## config.mk

```make
export PLATFORM = sky130hd
export DESIGN_NAME = lutram_stream_reader
export DESIGN_NICKNAME = d
export VERILOG_FILES = /design/src/rtl/sram_pkg.sv /design/src/rtl/stream_out_reg.sv /design/src/rtl/lutram_stream_reader.sv
export SDC_FILE = /design/constraint.sdc
export NUM_CORES = 1
export LEC_CHECK = 0
export CAP_MARGIN = 20
export CORE_ASPECT_RATIO = 1.75
export CORE_UTILIZATION = 49
export DETAILED_ROUTE_END_ITERATION = 8
export GPL_TIMING_DRIVEN = 0
export HOLD_SLACK_MARGIN = 0.12
export PLACE_DENSITY_LB_ADDON = 0.15
export SYNTH_ARGS = -nofsm -noshare
export SYNTH_HDL_FRONTEND = slang
export SYNTH_HIERARCHICAL = 1
export SYNTH_SLANG_ARGS = --single-unit
```

## constraint.sdc

```tcl
create_clock -name i_clk -period 7.8 [get_ports i_clk]
set_clock_uncertainty 0.05 [all_clocks]
set_input_delay 0.78 -clock i_clk [delete_from_list [all_inputs] [get_ports i_clk]]
set_output_delay 0.78 -clock i_clk [all_outputs]
set_load 0.01 [all_outputs]
```

## src/rtl/sram_pkg.sv

```systemverilog
// Shared types for the SRAM/LUTRAM reader blocks.
package sram_pkg;

    typedef enum logic [1:0] {
        IDLE   = 2'd0,
        STREAM = 2'd1,
        DRAIN  = 2'd2
    } reader_state_t;

endpackage

```

## src/rtl/stream_out_reg.sv

```systemverilog
// Output holding register for a valid/ready beat stream with a last flag.
// Loads a new beat whenever the slot is empty or being popped; flush drops it.
module stream_out_reg #(
    parameter int DWIDTH = 32
) (
    input  logic              i_clk,
    input  logic              i_rst_n,
    input  logic              i_load_req,
    input  logic              i_flush,
    input  logic [DWIDTH-1:0] i_din,
    input  logic              i_last,
    input  logic              i_ready,
    output logic              o_valid,
    output logic [DWIDTH-1:0] o_data,
    output logic              o_last,
    output logic              o_load,
    output logic              o_pop
);

    assign o_pop  = o_valid && i_ready;
    assign o_load = i_load_req && !i_flush && (!o_valid || i_ready);

    // NOTE: sequential state is assigned with <= only, so every flop samples pre-edge values.
    always_ff @(posedge i_clk or negedge i_rst_n) begin
        if (!i_rst_n) begin
            o_valid <= 1'b0;
            o_data  <= '0;
            o_last  <= 1'b0;
        end else if (i_flush) begin
            o_valid <= 1'b0;
            o_last  <= 1'b0;
        end else if (o_load) begin
            o_valid <= 1'b1;
            o_data  <= i_din;
            o_last  <= i_last;
        end else if (o_pop) begin
            o_valid <= 1'b0;
            o_last  <= 1'b0;
        end
    end

    a_hold_stable: assert property (@(posedge i_clk) disable iff (!i_rst_n)
        (o_valid && !i_ready && !i_flush) |=> (o_valid && $stable(o_data) && $stable(o_last)));

    a_last_with_valid: assert property (@(posedge i_clk) disable iff (!i_rst_n)
        o_last |-> o_valid);

endmodule

```

## src/rtl/lutram_stream_reader.sv

```systemverilog
// Burst reader for the inferred LUTRAM: flopped read address, registered
// valid/ready output stream with last flag, synchronous abort.
module lutram_stream_reader
    import sram_pkg::*;
#(
    parameter  int DEPTH  = 1024,
    parameter  int DWIDTH = 32,
    localparam int AWIDTH = $clog2(DEPTH)
) (
    input  logic              i_clk,
    input  logic              i_rst_n,
    input  logic              i_req_valid,
    output logic              o_req_ready,
    input  logic [AWIDTH-1:0] i_req_addr,
    input  logic [AWIDTH-1:0] i_req_len,
    input  logic              i_abort,
    output logic [AWIDTH-1:0] o_raddr,
    input  logic [DWIDTH-1:0] i_rdata,
    output logic              o_data_valid,
    input  logic              i_data_ready,
    output logic [DWIDTH-1:0] o_data,
    output logic              o_data_last,
    output logic              o_busy
);

    localparam bit POW2 = ((DEPTH & (DEPTH - 1)) == 0);

    reader_state_t     state_q, state_d;
    logic [AWIDTH-1:0] addr_q, addr_d;
    logic [AWIDTH-1:0] remain_q, remain_d;
    logic [AWIDTH-1:0] addr_inc;
    logic              load_req;
    logic              load;
    logic              pop;

    generate
        if (POW2) begin : g_wrap_pow2
            assign addr_inc = addr_q + 1'b1;
        end else begin : g_wrap_cmp
            assign addr_inc = (addr_q == AWIDTH'(DEPTH - 1)) ? '0 : addr_q + 1'b1;
        end
    endgenerate

    // Load request is kept out of the FSM process so load/next-state form no comb loop.
    assign load_req = (state_q == STREAM) && !i_abort;
    assign o_raddr  = addr_q;
    assign o_busy   = (state_q != IDLE);

    stream_out_reg #(
        .DWIDTH (DWIDTH)
    ) u_out (
        .i_clk      (i_clk),
        .i_rst_n    (i_rst_n),
        .i_load_req (load_req),
        .i_flush    (i_abort),
        .i_din      (i_rdata),
        .i_last     (remain_q == '0),
        .i_ready    (i_data_ready),
        .o_valid    (o_data_valid),
        .o_data     (o_data),
        .o_last     (o_data_last),
        .o_load     (load),
        .o_pop      (pop)
    );

    always_ff @(posedge i_clk or negedge i_rst_n) begin
        if (!i_rst_n) begin
            state_q  <= IDLE;
            addr_q   <= '0;
            remain_q <= '0;
        end else begin
            state_q  <= state_d;
            addr_q   <= addr_d;
            remain_q <= remain_d;
        end
    end

    // NOTE: every output of this process gets a default first, so no path can infer a latch.
    always_comb begin
        state_d     = state_q;
        addr_d      = addr_q;
        remain_d    = remain_q;
        o_req_ready = 1'b0;
        unique case (state_q)
            IDLE: begin
                o_req_ready = !i_abort;
                if (i_req_valid && !i_abort) begin
                    addr_d   = i_req_addr;
                    remain_d = i_req_len;
                    state_d  = STREAM;
                end
            end
            STREAM: begin
                if (i_abort) begin
                    addr_d   = '0;
                    remain_d = '0;
                    state_d  = IDLE;
                end else if (load) begin
                    if (remain_q != '0) begin
                        addr_d   = addr_inc;
                        remain_d = remain_q - 1'b1;
                    end else begin
                        state_d = DRAIN;
                    end
                end
            end
            DRAIN: begin
                if (i_abort) begin
                    addr_d   = '0;
                    remain_d = '0;
                    state_d  = IDLE;
                end else if (pop) begin
                    state_d = IDLE;
                end
            end
            default: state_d = IDLE;
        endcase
    end

    a_addr_range: assert property (@(posedge i_clk) disable iff (!i_rst_n)
        (i_req_valid && o_req_ready) |-> (32'(i_req_addr) < DEPTH));

    a_last_pop_in_drain: assert property (@(posedge i_clk) disable iff (!i_rst_n)
        (pop && o_data_last && !i_abort) |-> (state_q == DRAIN));

    a_drain_holds_last: assert property (@(posedge i_clk) disable iff (!i_rst_n)
        (state_q == DRAIN) |-> (o_data_valid && o_data_last));

    a_drain_exit_on_last: assert property (@(posedge i_clk) disable iff (!i_rst_n)
        (state_q == DRAIN && state_d == IDLE && !i_abort) |-> (pop && o_data_last));

endmodule

```

==> out/metrics.cfg <==
[cells_and_area]
final_cell_area_um2 = 4167
final_core_util_pct = 73.41
final_nets = 423
nFillCells = 429
final_cell_mix = 101 x clkdlybuf4s50_1, 56 x dfrtp_1, 32 x mux2_2
n_antenna_cell = 0
drive_above_1_share_pct = 16.02
final_common_cell = clkdlybuf4s50_1
area_growth_pct = 42.31

[min_path]
hp-class = in -> async

[floorplan]
core_um2 = 5675
die_area_um2 = 6300
rows = 36
boundaryPins = 103
start_util_pct = 51.59
die_x_um = 60.43
die_h_um = 104.3

[clocking]
cts_sinks = 56
clkTransAtPathRegs_ns = 0.10
hold_buffers = 0
clock_tree.root_cell = clkbuf_8
post_cts_buffers = 0
ctsResizeCount = 0
cts_buffers = 5
cts_max_path_buffers = 2
cts_tree = built
clock_latency_ns = 0.31
h-tree-depth = 2

[routing]
vias = 2539
via_per_inst = 5.797
drt_iter0_markers = 75
wirelength_um = 7464
avgRoutedWirePerCell_um = 17.04
antenna_left = 0
drc = 0
drt-pass1-iter-count = 4

[synthesis]
synthSimpleGateAreaFrac_pct = 11.58
syn_area_per_cell_um2 = 11.66
yosysUniqueCellTypes = 49
yosysWarningCount = 6
synth_area_um2 = 2928
syn_inst = 251
ys_seq_area_share_pct = 47.86
synth_top_family_by_area = compound AO/OA/AOI/OAI gates
synth-xor-area-share_pct = 0
synth-compound-area-share_pct = 18.63
synth-seq-cells = 56
synth_fa_ha_area_share_pct = 2.137
synth_fp_nets = 313
synth_mux_area_share_pct = 15.09

[place]
gp_congestion = 0.8622
dp_hpwl_um = 5618
portBuffers = 102
place_area_um2 = 4059

[grt]
antenna_found_initial = 0
grt_max_degree = 32
grt.overflow.total = 0
grt_usage_pct = 25.34
grt_first_pass_wirelength_um = 12060
grt_pass1_vias = 2590

[timing]
finalSetupViolCount = 0
period_share_pct = 47.61
tns_ns = 0
hold_viol = 0
slew_violations = 0
rsz0062_at_grt = no
tightest_slew_ns = 0.7136
max_freq_ghz = 0.2693
relSlewSlack_pct = 52.11
min_period_ns = 3.713

[setup_path]
reg2reg_slack_ns = 4.49
critical_path.max_fanout = 12
timing.rr.start = state_q[1]$_DFFE_PN0P_
crit_type = in -> reg
startpoint_type = input port
cp.arrival_ns = 3.84
rr_endpoint = o_raddr[2]$_DFFE_PN0P_
cpPeakStageDelay_ns = 0.61
cp_slowest_cell = clkdlybuf4s50_1
cp_cell_sequence = clkdlybuf4s50_1 > nand2b_1 > clkinv_1 > nor3b_4 > buf_6 > nand3b_1 > a21oi_2 > clkbuf_1 > o221ai_1 > o2bb2ai_1
worst_r2r_path_depth = 11
worstPathRequired_ns = 7.93
endpoint_kind = flop

[power]
switchingPower_mw = 0.6237
max-vdd-ir-drop_v = 0.0003390
power.leakage_nw = 1.649
p_comb_share_pct = 56.6
p_int_mw = 1.008
pwr-share-seq_pct = 31.8
pwr_density_cell_nw_per_um2 = 391.5
power.share.switching_pct = 38.23
p_clk_share_pct = 11.6

[outcome]
outcome = complete, no violations

[run]
cap_viol_max_count = 0

==> layout make-up <==
cell class              count  area, um2  share of cell area (%)
multi-input cells         167       1389                   33.33
inverters                  14      52.55                   1.261
repair buffers            103       1036                   24.86
clock inverters             2      35.03                  0.8408
well taps                  76      95.09                   2.282
clock buffers               6      72.57                   1.742
plain buffers              14      85.08                   2.042
flip-flops and latches     56       1401                   33.63
==> through the flow <==
stage | setup slack, ns | power (mW) | std cells | hold slack (ns)
floorplan | 4.950 | 1.057 | 251 | 0.4344
global placement | 3.828 | 1.419 | 429 | 0.4375
detailed placement | 3.836 | 1.449 | 430 | 0.4444
CTS | 4.149 | 1.640 | 438 | 0.4665
global route | 3.857 | 1.747 | 438 | 0.4720
finish | 4.087 | 1.631 | 438 | 0.4542
==> kinds of logic after synthesis <==
family | after synthesis
multiplexers | 39
AND/OR/NAND/NOR | 51
buffers and inverters | 28
flip-flops | 56
adder cells (fa/ha/maj) | 5
AO/OA/AOI/OAI | 72
==> power by group through the flow <==
stage	sequential [mW]	combinational, mW	clock [mW]
after CTS	0.520	0.927	0.193
final	0.519	0.924	0.189
after global placement	0.518	0.901	0
after global routing	0.536	1.01	0.204
after floorplan	0.563	0.494	0
after detailed placement	0.526	0.924	0
==> synthesized netlist by cell type (all sizes together) <==
cell	number	share of area (%)
nand3b	2	0.51
a211oi	1	0.26
o31ai	5	1.3
clkinv	2	0.26
and2	1	0.21
nor3b	1	0.64
nand2	9	1.2
nand2b	5	1.1
o32ai	4	1.2
a41oi	1	0.30
or2	1	0.21
o221ai	5	1.5
o21a	1	0.26
dfrtp	56	48
mux2i	4	1.4
a211o	1	0.30
mux2	35	14
ha	5	2.1
a22oi	1	0.26
a21oi	10	1.8
or3	3	0.64
a221oi	1	0.30
nor2b	3	0.90
nor2	7	0.90
nor4	7	2.0
clkbuf	6	0.77
o211ai	12	3.1
buf	8	2.1
nand3	4	0.68
and3b	1	0.30
nand4	2	0.94
o21ai	7	1.2
a22o	8	2.4
a32oi	3	0.90
nor3	5	1.4
o2bb2ai	11	3.3
inv	12	1.5
a31o	1	0.30
==> how the worst max path moves through the flow <==
stage | depth (start not counted) | slack, ns | endpoint | start
after floorplan | 9 | 4.95 | o_raddr[1]$_DFFE_PN0P_ | i_abort
after global placement | 10 | 3.83 | o_raddr[2]$_DFFE_PN0P_ | i_abort
after detailed placement | 10 | 3.84 | o_raddr[2]$_DFFE_PN0P_ | i_abort
after CTS | 10 | 4.15 | remain_q[8]$_DFFE_PN0P_ | i_abort
after global routing | 10 | 3.86 | o_raddr[2]$_DFFE_PN0P_ | i_abort
final | 10 | 4.09 | o_raddr[2]$_DFFE_PN0P_ | i_abort
==> routing by layer <==
metal	GRT usage (%)	part of all wire (%)	up-vias
met4	14.12	3.0	0
li1	-	-	1176
met1	29.38	37	1222
met2	42.15	53	125
met5	0	0	-
met3	4.478	7.0	16
==> state kept, by name, indices dropped and copies added (netlist names) <==
register       cells
remain_q          10
o_raddr           10
u_out/o_data      32
u_out/o_valid      1
u_out/o_last       1
state_q            2
==> worst max-delay path: cells and delay by family <==
family | cells | cell delay (ns)
buffers and inverters | 4 | 1.48
and+or+nand+nor | 3 | 0.84
AOI/OAI and AO/OA | 3 | 0.74
Note: power is estimated with default switching activity, not from simulation.
